`config.mk`:
```
export PLATFORM = sky130hd
export DESIGN_NAME = dram_ctrl
export DESIGN_NICKNAME = d
export VERILOG_FILES = /design/src/rtl/dram_ctrl.sv
export SDC_FILE = /design/constraint.sdc
export NUM_CORES = 1
export LEC_CHECK = 0
export CORE_ASPECT_RATIO = 0.7
export CORE_MARGIN = 2
export CORE_UTILIZATION = 60
export DETAILED_ROUTE_END_ITERATION = 6
export PLACE_DENSITY = 0.81
export SETUP_SLACK_MARGIN = 0.5
export SLEW_MARGIN = 20
export SYNTH_ARGS = -nofsm -noshare
export SYNTH_HDL_FRONTEND = slang
export SYNTH_SLANG_ARGS = --single-unit
```
`constraint.sdc`:
```
create_clock -name dram_clk -period 8 [get_ports dram_clk]
set_input_delay 2.4 -clock dram_clk [delete_from_list [all_inputs] [get_ports dram_clk]]
set_output_delay 2.4 -clock dram_clk [all_outputs]
set_load 0.02 [all_outputs]
```
`src/rtl/dram_ctrl.sv`:
```
// dram_ctrl: command-issuing front end for the dram bank model.
// Splits client requests into bank/row/col, sequences PRE/ACT/RD/WR,
// tracks open rows per bank, captures read data and schedules REFRESH.
// Optional feature macro: DRAM_CTRL_OPEN_PAGE_EN (open-page policy).
// Without it the controller runs close-page: every access is ACT -> RW -> CLOSE.
// The state register always names the command currently on the pins;
// the next command is decoded from the next state and registered with it.
module dram_ctrl #(
  parameter int  NUMBER_OF_COLUMNS = 8,
  parameter int  NUMBER_OF_ROWS    = 128,
  parameter int  NUMBER_OF_BANKS   = 8,
  parameter int  DRAM_DATA_WIDTH   = 2,
  parameter int  REFRESH_INTERVAL  = 1000,
  localparam int COLUMN_WIDTH    = $clog2(NUMBER_OF_COLUMNS / DRAM_DATA_WIDTH),
  localparam int ROW_WIDTH       = $clog2(NUMBER_OF_ROWS),
  localparam int BANK_ID_WIDTH   = $clog2(NUMBER_OF_BANKS),
  localparam int U_ADDR_WIDTH    = BANK_ID_WIDTH + ROW_WIDTH + COLUMN_WIDTH,
  localparam int DRAM_ADDR_WIDTH = (ROW_WIDTH > COLUMN_WIDTH) ? ROW_WIDTH : COLUMN_WIDTH
) (
  input  logic                       dram_clk,
  input  logic                       dram_rst_n,
  input  logic                       req_valid,
  output logic                       req_ready,
  input  logic                       req_we,
  input  logic [U_ADDR_WIDTH-1:0]    req_addr,
  input  logic [DRAM_DATA_WIDTH-1:0] req_wr_data,
  output logic                       rsp_valid,
  output logic [DRAM_DATA_WIDTH-1:0] rsp_rd_data,
  output logic                       refresh_busy,
  output logic                       dram_cs_n,
  output logic                       dram_ras_n,
  output logic                       dram_cas_n,
  output logic                       dram_we_n,
  output logic                       dram_clk_en,
  output logic [DRAM_ADDR_WIDTH-1:0] dram_addr,
  output logic [BANK_ID_WIDTH-1:0]   dram_bank_id,
  output logic [DRAM_DATA_WIDTH-1:0] dram_wr_data,
  input  logic [DRAM_DATA_WIDTH-1:0] dram_rd_data,
  input  logic                       dram_refresh_done
);

  localparam int CNT_W = $clog2(REFRESH_INTERVAL);

  // {cs_n, ras_n, cas_n, we_n}
  localparam logic [3:0] CMD_DES = 4'b1111;
  localparam logic [3:0] CMD_NOP = 4'b0111;
  localparam logic [3:0] CMD_PRE = 4'b0010;
  localparam logic [3:0] CMD_ACT = 4'b0011;
  localparam logic [3:0] CMD_RD  = 4'b0101;
  localparam logic [3:0] CMD_WR  = 4'b0100;
  localparam logic [3:0] CMD_REF = 4'b0001;

  typedef enum logic [2:0] {
    IDLE, PRE, ACT, RW, CLOSE, REF_PRE, REF_CMD, REF_WAIT
  } state_e;

  typedef struct packed {
    logic                       we;
    logic [BANK_ID_WIDTH-1:0]   bank;
    logic [ROW_WIDTH-1:0]       row;
    logic [COLUMN_WIDTH-1:0]    col;
    logic [DRAM_DATA_WIDTH-1:0] wdata;
  } req_t;

  state_e state_q, state_d;
  req_t   req_q, req_d, in_req;
  logic [NUMBER_OF_BANKS-1:0]                open_q, open_d;
  logic [NUMBER_OF_BANKS-1:0][ROW_WIDTH-1:0] open_row_q, open_row_d;
  logic [NUMBER_OF_BANKS-1:0]                pre_mask_q, pre_mask_d, ref_src;
  logic [BANK_ID_WIDTH-1:0]                  ref_bank;
  logic [3:0]                 cmd_q, cmd_d;
  logic [DRAM_ADDR_WIDTH-1:0] addr_q, addr_d;
  logic [BANK_ID_WIDTH-1:0]   bank_q, bank_d;
  logic [DRAM_DATA_WIDTH-1:0] wdata_q, wdata_d;
  logic                       clk_en_q, started_q;
  logic [CNT_W-1:0]           ref_cnt_q;
  logic                       ref_pending_q;
  logic [1:0]                 vld_pipe_q;
  logic [DRAM_DATA_WIDTH-1:0] rsp_data_q;
  logic                       accept;

  // Lowest set bank in a mask; refresh precharges walk banks in ascending order.
  function automatic logic [BANK_ID_WIDTH-1:0] lowest(input logic [NUMBER_OF_BANKS-1:0] m);
    lowest = '0;
    for (int i = NUMBER_OF_BANKS - 1; i >= 0; i--)
      if (m[i]) lowest = BANK_ID_WIDTH'(i);
  endfunction

  assign in_req = '{we:    req_we,
                    bank:  req_addr[U_ADDR_WIDTH-1 -: BANK_ID_WIDTH],
                    row:   req_addr[COLUMN_WIDTH +: ROW_WIDTH],
                    col:   req_addr[COLUMN_WIDTH-1:0],
                    wdata: req_wr_data};

  // started_q keeps req_ready low until the first edge after reset release.
  assign req_ready    = started_q && (state_q == IDLE) && !ref_pending_q;
  assign accept       = req_valid && req_ready;
  assign refresh_busy = (state_q == REF_PRE) || (state_q == REF_CMD) || (state_q == REF_WAIT);

  // From IDLE the refresh walk starts on all open banks; afterwards on what is left.
  assign ref_src  = (state_q == IDLE) ? open_q : pre_mask_q;
  assign ref_bank = lowest(ref_src);

  // Next-state, request latch and per-bank open-row bookkeeping.
  always_comb begin
    state_d    = state_q;
    req_d      = req_q;
    open_d     = open_q;
    open_row_d = open_row_q;
    pre_mask_d = pre_mask_q;
    case (state_q)
      IDLE: begin
        if (ref_pending_q) begin
          state_d = (|open_q) ? REF_PRE : REF_CMD;
        end else if (accept) begin
          req_d = in_req;
          if (!open_q[in_req.bank])                         state_d = ACT;
          else if (open_row_q[in_req.bank] == in_req.row)  state_d = RW;
          else                                             state_d = PRE;
        end
      end
      PRE: state_d = ACT;
      ACT: begin
        state_d                 = RW;
        open_d[req_q.bank]      = 1'b1;
        open_row_d[req_q.bank]  = req_q.row;
      end
`ifdef DRAM_CTRL_OPEN_PAGE_EN
      RW: state_d = IDLE;
`else
      RW: state_d = CLOSE;
`endif
      CLOSE: begin
        state_d            = IDLE;
        open_d[req_q.bank] = 1'b0;
      end
      REF_PRE:  state_d = (|pre_mask_q) ? REF_PRE : REF_CMD;
      REF_CMD:  state_d = REF_WAIT;
      REF_WAIT: begin
        if (dram_refresh_done) begin
          state_d = IDLE;
          open_d  = '0;
        end
      end
      default: state_d = IDLE;
    endcase
    if (state_d == REF_PRE)
      pre_mask_d = ref_src & ~(NUMBER_OF_BANKS'(1) << ref_bank);
  end

  // Command/address for the state being entered, so pins and state stay aligned.
  always_comb begin
    cmd_d   = CMD_NOP;
    addr_d  = addr_q;
    bank_d  = bank_q;
    wdata_d = wdata_q;
    case (state_d)
      PRE: begin
        cmd_d  = CMD_PRE;
        bank_d = req_d.bank;
        addr_d = DRAM_ADDR_WIDTH'(open_row_q[req_d.bank]);
      end
      ACT: begin
        cmd_d  = CMD_ACT;
        bank_d = req_d.bank;
        addr_d = DRAM_ADDR_WIDTH'(req_d.row);
      end
      RW: begin
        cmd_d  = req_d.we ? CMD_WR : CMD_RD;
        bank_d = req_d.bank;
        addr_d = DRAM_ADDR_WIDTH'(req_d.col);
        if (req_d.we) wdata_d = req_d.wdata;
      end
      CLOSE: begin
        cmd_d  = CMD_PRE;
        bank_d = req_d.bank;
        addr_d = DRAM_ADDR_WIDTH'(req_d.row);
      end
      REF_PRE: begin
        cmd_d  = CMD_PRE;
        bank_d = ref_bank;
        addr_d = DRAM_ADDR_WIDTH'(open_row_q[ref_bank]);
      end
      REF_CMD: cmd_d = CMD_REF;
      default: ;
    endcase
  end

  // FSM, bank table and registered DRAM-side outputs.
  always_ff @(posedge dram_clk or negedge dram_rst_n) begin
    if (!dram_rst_n) begin
      state_q    <= IDLE;
      req_q      <= '0;
      open_q     <= '0;
      open_row_q <= '0;
      pre_mask_q <= '0;
      cmd_q      <= CMD_DES;
      addr_q     <= '0;
      bank_q     <= '0;
      wdata_q    <= '0;
      clk_en_q   <= 1'b0;
      started_q  <= 1'b0;
    end else begin
      state_q    <= state_d;
      req_q      <= req_d;
      open_q     <= open_d;
      open_row_q <= open_row_d;
      pre_mask_q <= pre_mask_d;
      cmd_q      <= cmd_d;
      addr_q     <= addr_d;
      bank_q     <= bank_d;
      wdata_q    <= wdata_d;
      clk_en_q   <= 1'b1;
      started_q  <= 1'b1;
    end
  end

  // Free-running refresh timer; a wrap while already pending is absorbed.
  always_ff @(posedge dram_clk or negedge dram_rst_n) begin
    if (!dram_rst_n) begin
      ref_cnt_q     <= '0;
      ref_pending_q <= 1'b0;
    end else if (ref_cnt_q == CNT_W'(REFRESH_INTERVAL - 1)) begin
      ref_cnt_q     <= '0;
      ref_pending_q <= 1'b1;
    end else begin
      ref_cnt_q <= ref_cnt_q + 1'b1;
      if (state_q == REF_CMD) ref_pending_q <= 1'b0;
    end
  end

  // Read return: data is valid on the pins one cycle after READ, response follows.
  always_ff @(posedge dram_clk or negedge dram_rst_n) begin
    if (!dram_rst_n) begin
      vld_pipe_q <= '0;
      rsp_data_q <= '0;
    end else begin
      vld_pipe_q <= {vld_pipe_q[0], (state_q == RW) && !req_q.we};
      if (vld_pipe_q[0]) rsp_data_q <= dram_rd_data;
    end
  end

  assign {dram_cs_n, dram_ras_n, dram_cas_n, dram_we_n} = cmd_q;
  assign dram_clk_en  = clk_en_q;
  assign dram_addr    = addr_q;
  assign dram_bank_id = bank_q;
  assign dram_wr_data = wdata_q;
  assign rsp_valid    = vld_pipe_q[1];
  assign rsp_rd_data  = rsp_data_q;

endmodule
```
# After elaboration in Yosys (flattened, before gate mapping)

Cells that the tools add are included.

Bits in registers: 122
Output and inout bits: 22
Word-level logic and storage cells: 116

Add/sub/neg operators: 1
$lt $le $gt $ge: 5
Equal/unequal tests: 16
Shift operators: 1
Multiplexer cells: 42
Bitwise gates (word level): 5
Reductions and logical operators: 21

Operators by type and width:

| kind                                                                 | number |
|---|---|
| 7-bit binary-select mux with 3-bit select                            | 3 |
| 56-bit bitwise mux                                                   | 1 |
| 15-bit two-way mux                                                   | 3 |
| 3-bit two-way mux                                                    | 11 |
| 7-bit two-way mux                                                    | 4 |
| 7-bit one-hot mux with 4 select lines                                | 1 |
| 3-bit one-hot mux with 8 select lines                                | 1 |
| 8-bit one-hot mux with 3 select lines                                | 1 |
| 7-bit demux with 3-bit select                                        | 1 |
| 3-bit == test, second input constant                                 | 7 |
| 8-bit AND                                                            | 2 |
| 3-bit by 4-bit < comparator with 1-bit output, second input constant | 4 |
| 8-bit two-way mux                                                    | 2 |
| 8-bit NOT                                                            | 2 |
| 8-bit OR reduction                                                   | 2 |
| 3-bit by 2-bit == test with 1-bit output, second input constant      | 4 |
| 3-bit one-hot mux with 4 select lines                                | 1 |
| 10-bit by 1-bit adder with 10-bit output, second input constant      | 1 |
| 10-bit == test, second input constant                                | 1 |
| 10-bit two-way mux                                                   | 1 |
| 2-bit two-way mux                                                    | 4 |
| 8-bit bitwise OR                                                     | 1 |
| 1-bit by 3-bit << shifter with 8-bit output, first input constant    | 1 |
| 7-bit == test                                                        | 1 |
| other kinds (18)                                                     | 31 |

# Longest topological paths before layout

Gate-level depths: netlist (run 1).

Word-level depth: 13
Mapped depth: 12

# Worst setup path before layout (run 1)

OpenSTA, ideal clock, no wires.

Path type: input port to flip-flop
Start point: input port req_addr[9]
End point: register addr_q[0], in the netlist dram_addr[0]
Arrival time: 4654 ps
Slack: 3273 ps
Stages: 11
Buffers on the path: 2
Cells stage by stage: buf_6 -> mux4_2 -> mux2i_1 -> xor2_1 -> nand4_1 -> o41ai_4 -> and2b_2 -> o21ai_2 -> buf_6 -> a211o_1 -> a21oi_2

Longest elaborated chain between the ends: 11

Ends and longest elaborated chain:

| element                                                                            | line | source |
|---|---|---|
| from (decl)                                                                        | 25   | `input logic [U_ADDR_WIDTH-1:0] req_addr,` |
| 7-bit binary-select mux with 3-bit select                                          | 118  | `else if (open_row_q[in_req.bank] == in_req.row) state_d = RW;` |
| 7-bit two-way mux (implied by the code)                                            | 118  |  |
| 7-bit == test                                                                      | 118  |  |
| 2-bit two-way mux                                                                  | 118  |  |
| 2-bit two-way mux                                                                  | 117  | `if (!open_q[in_req.bank]) state_d = ACT;` |
| 3-bit two-way mux                                                                  | 115  | `end else if (accept) begin` |
| 3-bit two-way mux                                                                  | 113  | `if (ref_pending_q) begin` |
| 3-bit one-hot mux with 8 select lines                                              | 111  | `case (state_q)` |
| 3-bit == test / 3-bit by 2-bit == test with 1-bit output (equally long branches)   | 157  | `case (state_d)` |
| 2-bit OR reduction (no source line)                                                | -    |  |
| 7-bit one-hot mux with 4 select lines / 4-bit nonzero test (equally long branches) | -    |  |
| to (signal assigned)                                                               | 210  | `addr_q <= addr_d;` |
| to (decl)                                                                          | 72   | `logic [DRAM_ADDR_WIDTH-1:0] addr_q, addr_d;` |

Several ways; a longest one is shown, not always the timed one. The select of a mux whose other input is x is not followed.
A chain may end at the register's enable or synchronous reset.

# Final worst setup path (run 1)

Start point: input port req_addr[9]
End point: register addr_q[1], in the netlist dram_addr[1]

Same word-level chain as after synthesis.

==> results.sh, run 1 <==
export IMPL_grtUsageMet3_pct=12.8
export IMPL_worst_slack_ns=2.03
export IMPL_drtAntennaViolNets=0
export IMPL_critPathLaunchType="input pin"
export IMPL_worstPathRequired_ns=8.30
export IMPL_synth_edf_count=0
export IMPL_met2_usage_pct=49.7
export IMPL_final_instance_count_excl_fill=882
export IMPL_clock_latency_ns=0.42
export IMPL_grt_max_degree=72
export IMPL_cap_violations=0
export IMPL_drc=11
export IMPL_dieHeight_um=93.3
export IMPL_gp_congestion=0.997
export IMPL_outcome="finished with violations"
export IMPL_grt_usage_pct=36.1
export IMPL_violations="DRC"
export IMPL_skew_ns=0.0100
export IMPL_finalSetupViolations=0
export IMPL_synth_seq_cells=122
export IMPL_fmax_ghz=0.167
export IMPL_slew_headroom_pct=36.2
export IMPL_report_final_slew_viol_count=0
export IMPL_io_pins=43
export IMPL_pre_cts_ws_ns=1.72
export IMPL_drt_iter0_markers=1032
export IMPL_cts_tree="yes"
export IMPL_clockRootBuffer="clkbuf_16"
export IMPL_postCtsHoldBufs=0
export IMPL_setup_tns_ns=0
export IMPL_die_area_mm2=0.0123
export IMPL_rows=32
export IMPL_vias_per_cell=6.99
export IMPL_io_buffers=42
export IMPL_crit_type="in -> reg"
export IMPL_cts_buffers_inserted=17
export IMPL_final_core_util_pct=72.2
export IMPL_dr_pass1_iters=7
export IMPL_worstPathMaxFanout=13
export IMPL_placed_area_mm2=0.00735
export IMPL_internal_power_mw=1.93
export IMPL_grt_pass1_vias=5718
export IMPL_clk_pin_slew_worst_paths_ns=0.06
export IMPL_syn_nets=702
export IMPL_cts_setup_buffers=0
export IMPL_n_antenna_cell=0
export IMPL_synthFlopType="dfrtp_1"
export IMPL_use_met1_pct=52.0
export IMPL_area_delta_synth_final_pct=16.6
export IMPL_grt_pass1_wl_um=33100
export IMPL_r2r_setup_slack_ns=3.14
export IMPL_critPathCaptureType="flop"
export IMPL_vdd_drop_max_uv=220
export IMPL_hold_class="reg -> reg"
export IMPL_hold_violations=0
export IMPL_power_frac_seq_pct=36.3
export IMPL_yosys_warnings=0
export IMPL_pwr_share_clk_pct=24.2
export IMPL_fin_hold_ws_ns=0.417
export IMPL_clockBufferDepth=2
export IMPL_drive_above_1_share_pct=18.8
export IMPL_antenna_found_initial=0
export IMPL_start_util_pct=61.9
export IMPL_powerDensity_mw_per_mm2=416
export IMPL_ys_seq_area_share_pct=44.7
export IMPL_tightest_slew_ns=0.953
export IMPL_switching_share_pct=41.7
export IMPL_vias=6165
export IMPL_core_mm2=0.0111
export IMPL_rsz0062_at_grt="no"
export IMPL_power_switching_mw=1.39
export IMPL_syn_area_mm2=0.00684
export IMPL_drt_wl_total_um=21200
export IMPL_die_w_um=132
export IMPL_top_usage_layer="met1"
export IMPL_place_inst=850
export IMPL_post_cts_resized=0
export IMPL_fin_crit_sh_pct=74.7
export IMPL_synthesis_area_per_instance_um2=10.1
export IMPL_hpwl_um=14400
export IMPL_p_leak_nw=3.51
export IMPL_gr_total_overflow=0
export IMPL_nets=738
export IMPL_avgRoutedWirePerCell_um=24.0
export IMPL_critPathArrivalTime_ns=6.28
export IMPL_synth_cell_types=66
export IMPL_cts_sinks=122
export IMPL_comb_power_share_pct=39.4
export IMPL_async_reset_ff_share_pct=100
export IMPL_cts_max_level=4
export IMPL_fin_area_mm2=0.00798
export IMPL_min_period_ns=5.97
export IMPL_power_mw=3.32
export IMPL_synth_cells=680
cells by family (layout without fill, tap and decap cells):
| kind of cell | count (synthesis) | after routing | synth area share, % |
|---|---|---|---|
| fa+ha+maj | 1 | 1 | 0.183 |
| compound gates | 153 | 153 | 15.1 |
| simple gates | 239 | 239 | 15.9 |
| mux | 105 | 105 | 19.5 |
| xor+xnor | 13 | 13 | 1.66 |
| buf+inv | 45 | 94 | 2.85 |
| flops | 122 | 122 | 44.7 |
| other cells | 2 | 2 | 0.110 |
state kept, by name (all words and copies together) (netlist names):
register and flops:
cmd_q 4, vld_pipe_q 2, dram_addr 7, rsp_rd_data 2
started_q 1, state_q 3, ref_pending_q 1, ref_cnt_q 10
pre_mask_q 8, dram_bank_id 3, dram_wr_data 2, open_row_q 56
req_q 15, open_q 8
worst max-delay path, cell delays in order:
cell,delay [ns]
clkdlybuf4s50_1,1.10
mux4_2,0.37
mux2i_1,0.07
nor2_1,0.25
nor3_1,0.11
a21oi_1,0.73
clkinv_1,0.52
a41oi_1,0.30
a211oi_1,0.11
o31a_1,0.31
power by group through the flow:
stage / Combinational [mW] / Clock [mW] / Sequential, mW
global placement: 1.22 / 0 / 1.16
global route: 1.41 / 0.841 / 1.23
finish: 1.31 / 0.805 / 1.21
detailed placement: 1.26 / 0 / 1.18
CTS: 1.28 / 0.809 / 1.18
floorplan: 0.906 / 0 / 1.09
Yosys cell counts (3+ instances only):
master	number	area, um2
a21oi_1	30	150
nor4b_1	3	26.3
mux4_2	16	360
clkbuf_1	20	75.1
o211ai_1	7	52.6
mux2i_1	23	230
o21ai_0	39	195
dfstp_2	4	105
a311oi_1	5	43.8
nor4_1	6	37.5
nor2b_1	7	43.8
o22a_1	3	26.3
and3_1	8	50.1
o22ai_1	8	50.1
nor2_1	48	180
clkinv_1	3	11.3
o21bai_1	3	22.5
buf_1	5	18.8
nand4_1	5	31.3
buf_6	3	33.8
o31a_1	3	26.3
dfrtp_1	118	2950
buf_2	3	15.0
o221ai_1	7	61.3
a22oi_1	6	45.0
nand2b_1	9	56.3
xnor2_1	6	52.6
a31oi_1	6	37.5
nand2_1	114	428
a211oi_1	7	52.6
xor2_1	7	61.3
mux2_2	66	743
o2111ai_1	3	26.3
nand3_1	23	115
nor3_1	4	20.0
inv_1	10	37.5
final timing paths:
kind                                    startpoint                          to  depth (start not counted)
max                                    req_addr[9]    dram_addr[1]$_DFFE_PN0P_                         10
min                        vld_pipe_q[0]$_DFF_PN0_     vld_pipe_q[1]$_DFF_PN0_                          0
max reg2reg                   state_q[2]$_DFF_PN0_    dram_addr[1]$_DFFE_PN0P_                          9
min reg2reg                vld_pipe_q[0]$_DFF_PN0_     vld_pipe_q[1]$_DFF_PN0_                          0
max in group asynchronous               dram_rst_n  open_row_q[15]$_DFFE_PN0P_                          2
min in group asynchronous               dram_rst_n  rsp_rd_data[0]$_DFFE_PN0P_                          1
layer usage:
layer | wire [um] | vias to the layer above
met4 | 622 | 0
li1 | - | 2581
met3 | 3370 | 71
met5 | 0 | -
met1 | 8620 | 2991
met2 | 8570 | 522
layout make-up:
class,count,area [um2]
multi-input cells,513,3590
fillers,833,3070
flip-flops and latches,122,3060
repair buffers,48,463
clock buffers,19,453
well taps,153,191
clock inverters,13,166
inverters,14,52.6
layout by cell type, fill, tap and decap left out, drive strengths merged, types with 4 or more instances in the layout:
cell | synthesis | final
nand3 | 23 | 23
mux2 | 66 | 66
a211oi | 7 | 7
a21oi | 32 | 32
xor2 | 7 | 7
dfrtp | 118 | 118
xnor2 | 6 | 6
nand4 | 5 | 5
mux4 | 16 | 16
o21bai | 4 | 4
a31oi | 6 | 6
a22oi | 6 | 6
o211ai | 7 | 7
buf | 11 | 7
clkinv | 3 | 7
a311oi | 5 | 5
nor2b | 7 | 7
nand2 | 114 | 114
mux2i | 23 | 23
dfstp | 4 | 4
o221ai | 7 | 7
inv | 11 | 14
nand2b | 9 | 9
and3 | 8 | 8
o22ai | 8 | 8
clkdlybuf4s50 | 0 | 41
nor4 | 6 | 6
clkbuf | 20 | 19
nor2 | 48 | 48
nor3 | 5 | 5
o21ai | 42 | 42
Power figures use the tool's default switching activity.
==> inputs of run 2 (changes only) <==
Settings changed: CORE_UTILIZATION 60 to 54, PLACE_DENSITY 0.81 to 0.77.
Clock period 8 ns to 5.2 ns, I/O delays scaled along.
==> run 2 against run 1 <==
Clock power increased by 45%. Count of clock-buffer cells in the layout decreased by 2. Largest cell class unchanged. Sequential share of layout area decreased by 0.27 points. Wire length decreased by 2.1%. Setup slack got worse by 1.4 ns. Non-clock buffer count increased by 9. Register-to-register slack got worse by 1.8 ns. Core utilization decreased by 7.3 points. The flow now finishes without violations. Via count decreased by 5.3%. Combinational power increased by 54%. Largest power group unchanged. Critical path type unchanged. Worst hold slack got worse by 0.0058 ns.
==> results.sh, run 2 (synthesized netlist as in run 1, its figures left out) <==
export IMPL_clockRootBuffer="clkbuf_16"
export IMPL_outcome="complete, no violations"
export IMPL_met2_usage_pct=41.1
export IMPL_grt_usage_pct=31.2
export IMPL_gr_total_overflow=0
export IMPL_fillCellCount=936
export IMPL_largest_reg_flops=56
export IMPL_crit_cells=11
export IMPL_post_cts_resized=0
export IMPL_power_mw=5.10
export IMPL_drt_iter0_markers=719
export IMPL_use_met1_pct=48.0
export IMPL_worstPathMaxFanout=12
export IMPL_gp_congestion=1.01
export IMPL_finalSetupViolations=0
export IMPL_p_leak_nw=3.54
export IMPL_worst_slack_ns=0.668
export IMPL_rows=34
export IMPL_pwr_share_clk_pct=23.0
export IMPL_vias=5836
export IMPL_vias_per_cell=6.48
export IMPL_skew_ns=0.0142
export IMPL_multi_input_area_mm2=0.00359
export IMPL_switching_share_pct=42.6
export IMPL_report_final_slew_viol_count=0
export IMPL_cts_tree="yes"
export IMPL_hpwl_um=14900
export IMPL_critPathLaunchType="input pin"
export IMPL_final_cell_mix="dfrtp_1, nand2_1, mux2_2"
export IMPL_core_mm2=0.0124
export IMPL_cts_setup_buffers=0
export IMPL_slew_headroom_pct=42.3
export IMPL_placed_area_mm2=0.00744
export IMPL_cts_max_level=4
export IMPL_regMostFlops="open_row_q"
export IMPL_final_common_cell="dfrtp_1"
export IMPL_top_usage_layer="met1"
export IMPL_nets=747
export IMPL_hold_class="reg -> reg"
export IMPL_grt_max_degree=123
export IMPL_die_w_um=139
export IMPL_max_stage_delay_ns=0.53
export IMPL_start_util_pct=55.3
export IMPL_die_area_mm2=0.0136
export IMPL_cts_buffers_inserted=17
export IMPL_setup_tns_ns=0
export IMPL_clk_pin_slew_worst_paths_ns=0.06
export IMPL_pre_cts_ws_ns=0.286
export IMPL_crit_chain="clkdlybuf4s50_1, buf_4, mux4_2, mux2i_1, xor2_1, nand4_1, o41ai_4, a21oi_2, o21ai_2, a211oi_1, o31a_1"
export IMPL_clockBufferDepth=2
export IMPL_fin_crit_sh_pct=87.2
export IMPL_drt_wl_total_um=20700
export IMPL_grt_pass1_wl_um=32400
export IMPL_vdd_drop_max_uv=351
export IMPL_hold_violations=0
export IMPL_io_buffers=42
export IMPL_grt_pass1_vias=5551
export IMPL_rsz0062_at_grt="no"
export IMPL_drc=0
export IMPL_top_regs="open_row_q x56, req_q x15, ref_cnt_q x10"
export IMPL_clock_latency_ns=0.42
export IMPL_n_antenna_cell=0
export IMPL_r2r_cells=10
export IMPL_drive_above_1_share_pct=19.6
export IMPL_avgRoutedWirePerCell_um=23.0
export IMPL_postCtsHoldBufs=0
export IMPL_power_switching_mw=2.17
export IMPL_internal_power_mw=2.93
export IMPL_cts_sinks=122
export IMPL_tightest_slew_ns=0.861
export IMPL_fin_area_mm2=0.00804
export IMPL_critPathCaptureType="flop"
export IMPL_dieHeight_um=98.2
export IMPL_holdPathStages=0
export IMPL_antenna_found_initial=0
export IMPL_worstPathRequired_ns=5.50
export IMPL_power_frac_seq_pct=37.5
export IMPL_slowest_stage="mux4_2"
export IMPL_register_area_mm2=0.00306
export IMPL_area_delta_synth_final_pct=17.5
export IMPL_crit_buf_inv=2
export IMPL_crit_type="in -> reg"
export IMPL_comb_power_share_pct=39.5
export IMPL_drtAntennaViolNets=0
export IMPL_io_pins=43
export IMPL_powerDensity_mw_per_mm2=635
export IMPL_critPathArrivalTime_ns=4.83
export IMPL_cap_violations=0
export IMPL_grtUsageMet3_pct=11.6
export IMPL_dr_pass1_iters=6
export IMPL_crit_family="compound AO/OA/AOI/OAI gates"
export IMPL_min_period_ns=4.53
export IMPL_fmax_ghz=0.221
run 2: cell type report:
class | count | share of cell area (%)
Tap cell | 162 | 2.52
Clock inverter | 15 | 2.07
Inverter | 14 | 0.654
Clock buffer | 17 | 5.29
Multi-Input combinational cell | 513 | 44.7
Timing Repair Buffer | 57 | 6.76
Sequential cell | 122 | 38.1
run 2: per-stage QoR:
step	hold WS (ns)	util, %	instances
2_1_floorplan	0.390	-	680
3_3_place_gp	0.405	60.1	867
3_5_place_dp	0.407	60.1	868
4_1_cts	0.416	64.9	900
5_1_grt	0.425	64.9	900
6_report	0.411	64.9	900
run 2: routing by layer:
layer | share of wire (%) | wire [um] | vias up
met5 | 0 | 0 | -
met4 | 1.2 | 250 | 0
met3 | 15 | 3020 | 28
met2 | 39 | 8150 | 382
met1 | 45 | 9310 | 2839
li1 | - | - | 2587
run 2: path summary, 6_finish.rpt:
path / startpoint / slack (ns) / to
worst max-delay path: req_addr[9] / 0.67 / dram_addr[1]$_DFFE_PN0P_
worst min-delay path: vld_pipe_q[0]$_DFF_PN0_ / 0.41 / vld_pipe_q[1]$_DFF_PN0_
worst max register to register: state_q[2]$_DFF_PN0_ / 1.39 / dram_addr[1]$_DFFE_PN0P_
worst min register to register: vld_pipe_q[0]$_DFF_PN0_ / 0.41 / vld_pipe_q[1]$_DFF_PN0_
max in group asynchronous: dram_rst_n / 3.49 / started_q$_DFF_PN0_
min in group asynchronous: dram_rst_n / 1.23 / open_q[2]$_DFFE_PN0P_
run 2: power groups by stage:
stage                     registers (mW)  clock network [mW]  logic, mW
after CTS                           1.86                1.19       1.98
after detailed placement            1.87                   0       1.96
after global routing                1.94                1.24       2.18
after global placement              1.85                   0       1.91
final                               1.91                1.17       2.02
after floorplan                     1.68                   0       1.39
==> inputs of run 3 (changes only) <==
Settings changed: GPL_ROUTABILITY_DRIVEN from default to 0, GPL_TIMING_DRIVEN from default to 1.
==> run 3 against run 2 <==
Die area unchanged. First-iteration DRC count up 5.6%. Sequential power about the same. Worst hold slack better by 0.0045 ns. Final area up 0.59%. Setup slack better by 0.16 ns. Global-route usage down 0.57 points. Critical endpoint unchanged. Final cell count down 0.33%. Flip-flop and latch count unchanged. Wire length down 2.0%. Highest routed layer unchanged. Via count up 3.4%.
==> results.sh, run 3 (synthesized netlist as in run 1, its figures left out) <==
export IMPL_clockBufferDepth=2
export IMPL_holdPathStages=0
export IMPL_vias=6033
export IMPL_final_core_util_pct=65.3
export IMPL_critPathCaptureType="flop"
export IMPL_crit_type="in -> reg"
export IMPL_rows=34
export IMPL_fin_crit_sh_pct=84.1
export IMPL_grt_max_degree=123
export IMPL_critPathLaunchType="input pin"
export IMPL_drt_iter0_markers=759
export IMPL_drtAntennaViolNets=0
export IMPL_fmax_ghz=0.229
export IMPL_hp_start="vld_pipe_q[0]$_DFF_PN0_"
export IMPL_n_antenna_cell=0
export IMPL_io_buffers=42
export IMPL_slew_headroom_pct=23.0
export IMPL_largest_reg_flops=56
export IMPL_grt_usage_pct=30.6
export IMPL_io_pins=43
export IMPL_final_instance_count_excl_fill=897
export IMPL_drive_above_1_share_pct=19.5
export IMPL_vias_per_cell=6.73
export IMPL_regMostFlops="open_row_q"
export IMPL_finalSetupViolations=0
export IMPL_hold_class="reg -> reg"
export IMPL_worstPathMaxFanout=12
export IMPL_final_cell_mix="dfrtp_1, nand2_1, mux2_2"
export IMPL_core_mm2=0.0124
export IMPL_register_area_mm2=0.00306
export IMPL_clockRootBuffer="clkbuf_16"
export IMPL_critPathArrivalTime_ns=4.68
export IMPL_dr_pass1_iters=6
export IMPL_power_mw=5.23
export IMPL_gr_total_overflow=0
export IMPL_timing_rr_end="dram_addr[1]$_DFFE_PN0P_"
export IMPL_drc=0
export IMPL_hpwl_um=14200
export IMPL_start_util_pct=55.3
export IMPL_cap_violations=0
export IMPL_r2r_cells=10
export IMPL_hold_path_end="vld_pipe_q[1]$_DFF_PN0_"
export IMPL_reg2reg_from="state_q[2]$_DFF_PN0_"
export IMPL_die_w_um=139
export IMPL_worstPathRequired_ns=5.50
export IMPL_nets=744
export IMPL_dieHeight_um=98.2
export IMPL_tightest_slew_ns=1.15
export IMPL_report_final_slew_viol_count=0
export IMPL_avgRoutedWirePerCell_um=22.7
export IMPL_p_leak_nw=3.55
export IMPL_clk_pin_slew_worst_paths_ns=0.06
export IMPL_cts_sinks=122
export IMPL_place_inst=865
export IMPL_grt_pass1_vias=5731
export IMPL_grt_pass1_wl_um=31800
export IMPL_fillCellCount=916
export IMPL_vdd_drop_max_uv=458
export IMPL_multi_input_area_mm2=0.00361
export IMPL_cts_buffers_inserted=17
export IMPL_drt_wl_total_um=20300
export IMPL_final_common_cell="dfrtp_1"
export IMPL_hold_violations=0
export IMPL_die_area_mm2=0.0136
export IMPL_area_delta_synth_final_pct=18.2
export IMPL_top_regs="open_row_q x56, req_q x15, ref_cnt_q x10"
export IMPL_rsz0062_at_grt="no"
export IMPL_skew_ns=0.0119
export IMPL_clock_latency_ns=0.42
export IMPL_cts_max_level=4
export IMPL_min_period_ns=4.37
export IMPL_cts_tree="yes"
export IMPL_setup_tns_ns=0
export IMPL_powerDensity_mw_per_mm2=647
export IMPL_antenna_found_initial=0
export IMPL_r2r_setup_slack_ns=1.59
export IMPL_outcome="complete, no violations"
run 3: cell types whose count changed in the layout (fill, tap and decap cells not counted), moves of 2 or more:
cell       change
buf_4          -3
clkinv_4       -5
bufinv_16      +2
clkbuf_8       +2
run 3: layout make-up:
cell class	instances	area share (%)
Inverter	14	0.650
Multi-Input combinational cell	513	44.7
Clock buffer	19	5.60
Clock inverter	13	2.32
Timing Repair Buffer	54	6.44
Tap cell	162	2.51
Sequential cell	122	37.8
run 3: timing repair:
| item | CTS | global route |
|---|---|---|
| endpoints found under the setup margin | 0 | 3 |
| hold buffers | 0 | 0 |
| gates resized for setup | 0 | 2 |
| setup buffers | 0 | 0 |
run 3: worst max-delay path by stage:
stage | start | end | slack (ns)
2_1_floorplan | req_addr[9] | dram_addr[0]$_DFFE_PN0P_ | 1.31
3_3_place_gp | req_addr[9] | dram_addr[1]$_DFFE_PN0P_ | 0.45
3_5_place_dp | req_addr[9] | dram_addr[1]$_DFFE_PN0P_ | 0.37
4_1_cts | req_addr[9] | dram_addr[2]$_DFFE_PN0P_ | 0.74
5_1_grt | req_addr[9] | dram_addr[1]$_DFFE_PN0P_ | 0.57
6_report | req_addr[9] | dram_addr[1]$_DFFE_PN0P_ | 0.83
run 3: worst max-delay path, cell delays in order:
cell             delay (ns)
clkdlybuf4s50_1        0.45
buf_4                  0.24
mux4_2                 0.53
mux2i_1                0.17
xor2_1                 0.19
nand4_1                0.17
o41ai_4                0.49
a21oi_2                0.17
o21ai_4                0.33
a211oi_1               0.09
o31a_1                 0.29
run 3: routing by layer:
metal / up-vias / global-route usage, % / wire (um)
met5: - / 0 / 0
met4: 0 / 8.48 / 429
met3: 53 / 12.9 / 3350
met2: 479 / 41.1 / 8050
met1: 2911 / 45.4 / 8500
li1: 2590 / - / -
run 3: stage by stage:
stage / setup WS (ns) / hold WS (ns) / area (um2)
after floorplan: 1.31 / 0.390 / 6840
after global placement: 0.449 / 0.405 / 7420
after detailed placement: 0.368 / 0.408 / 7420
after CTS: 0.738 / 0.418 / 8060
after global routing: 0.573 / 0.433 / 8080
final: 0.827 / 0.416 / 8080
run 3: where the power goes:
group / switching [mW] / total [mW] / internal [mW]
clock network: 0.455 / 1.29 / 0.831
logic: 1.15 / 2.05 / 0.902
registers: 0.571 / 1.89 / 1.32
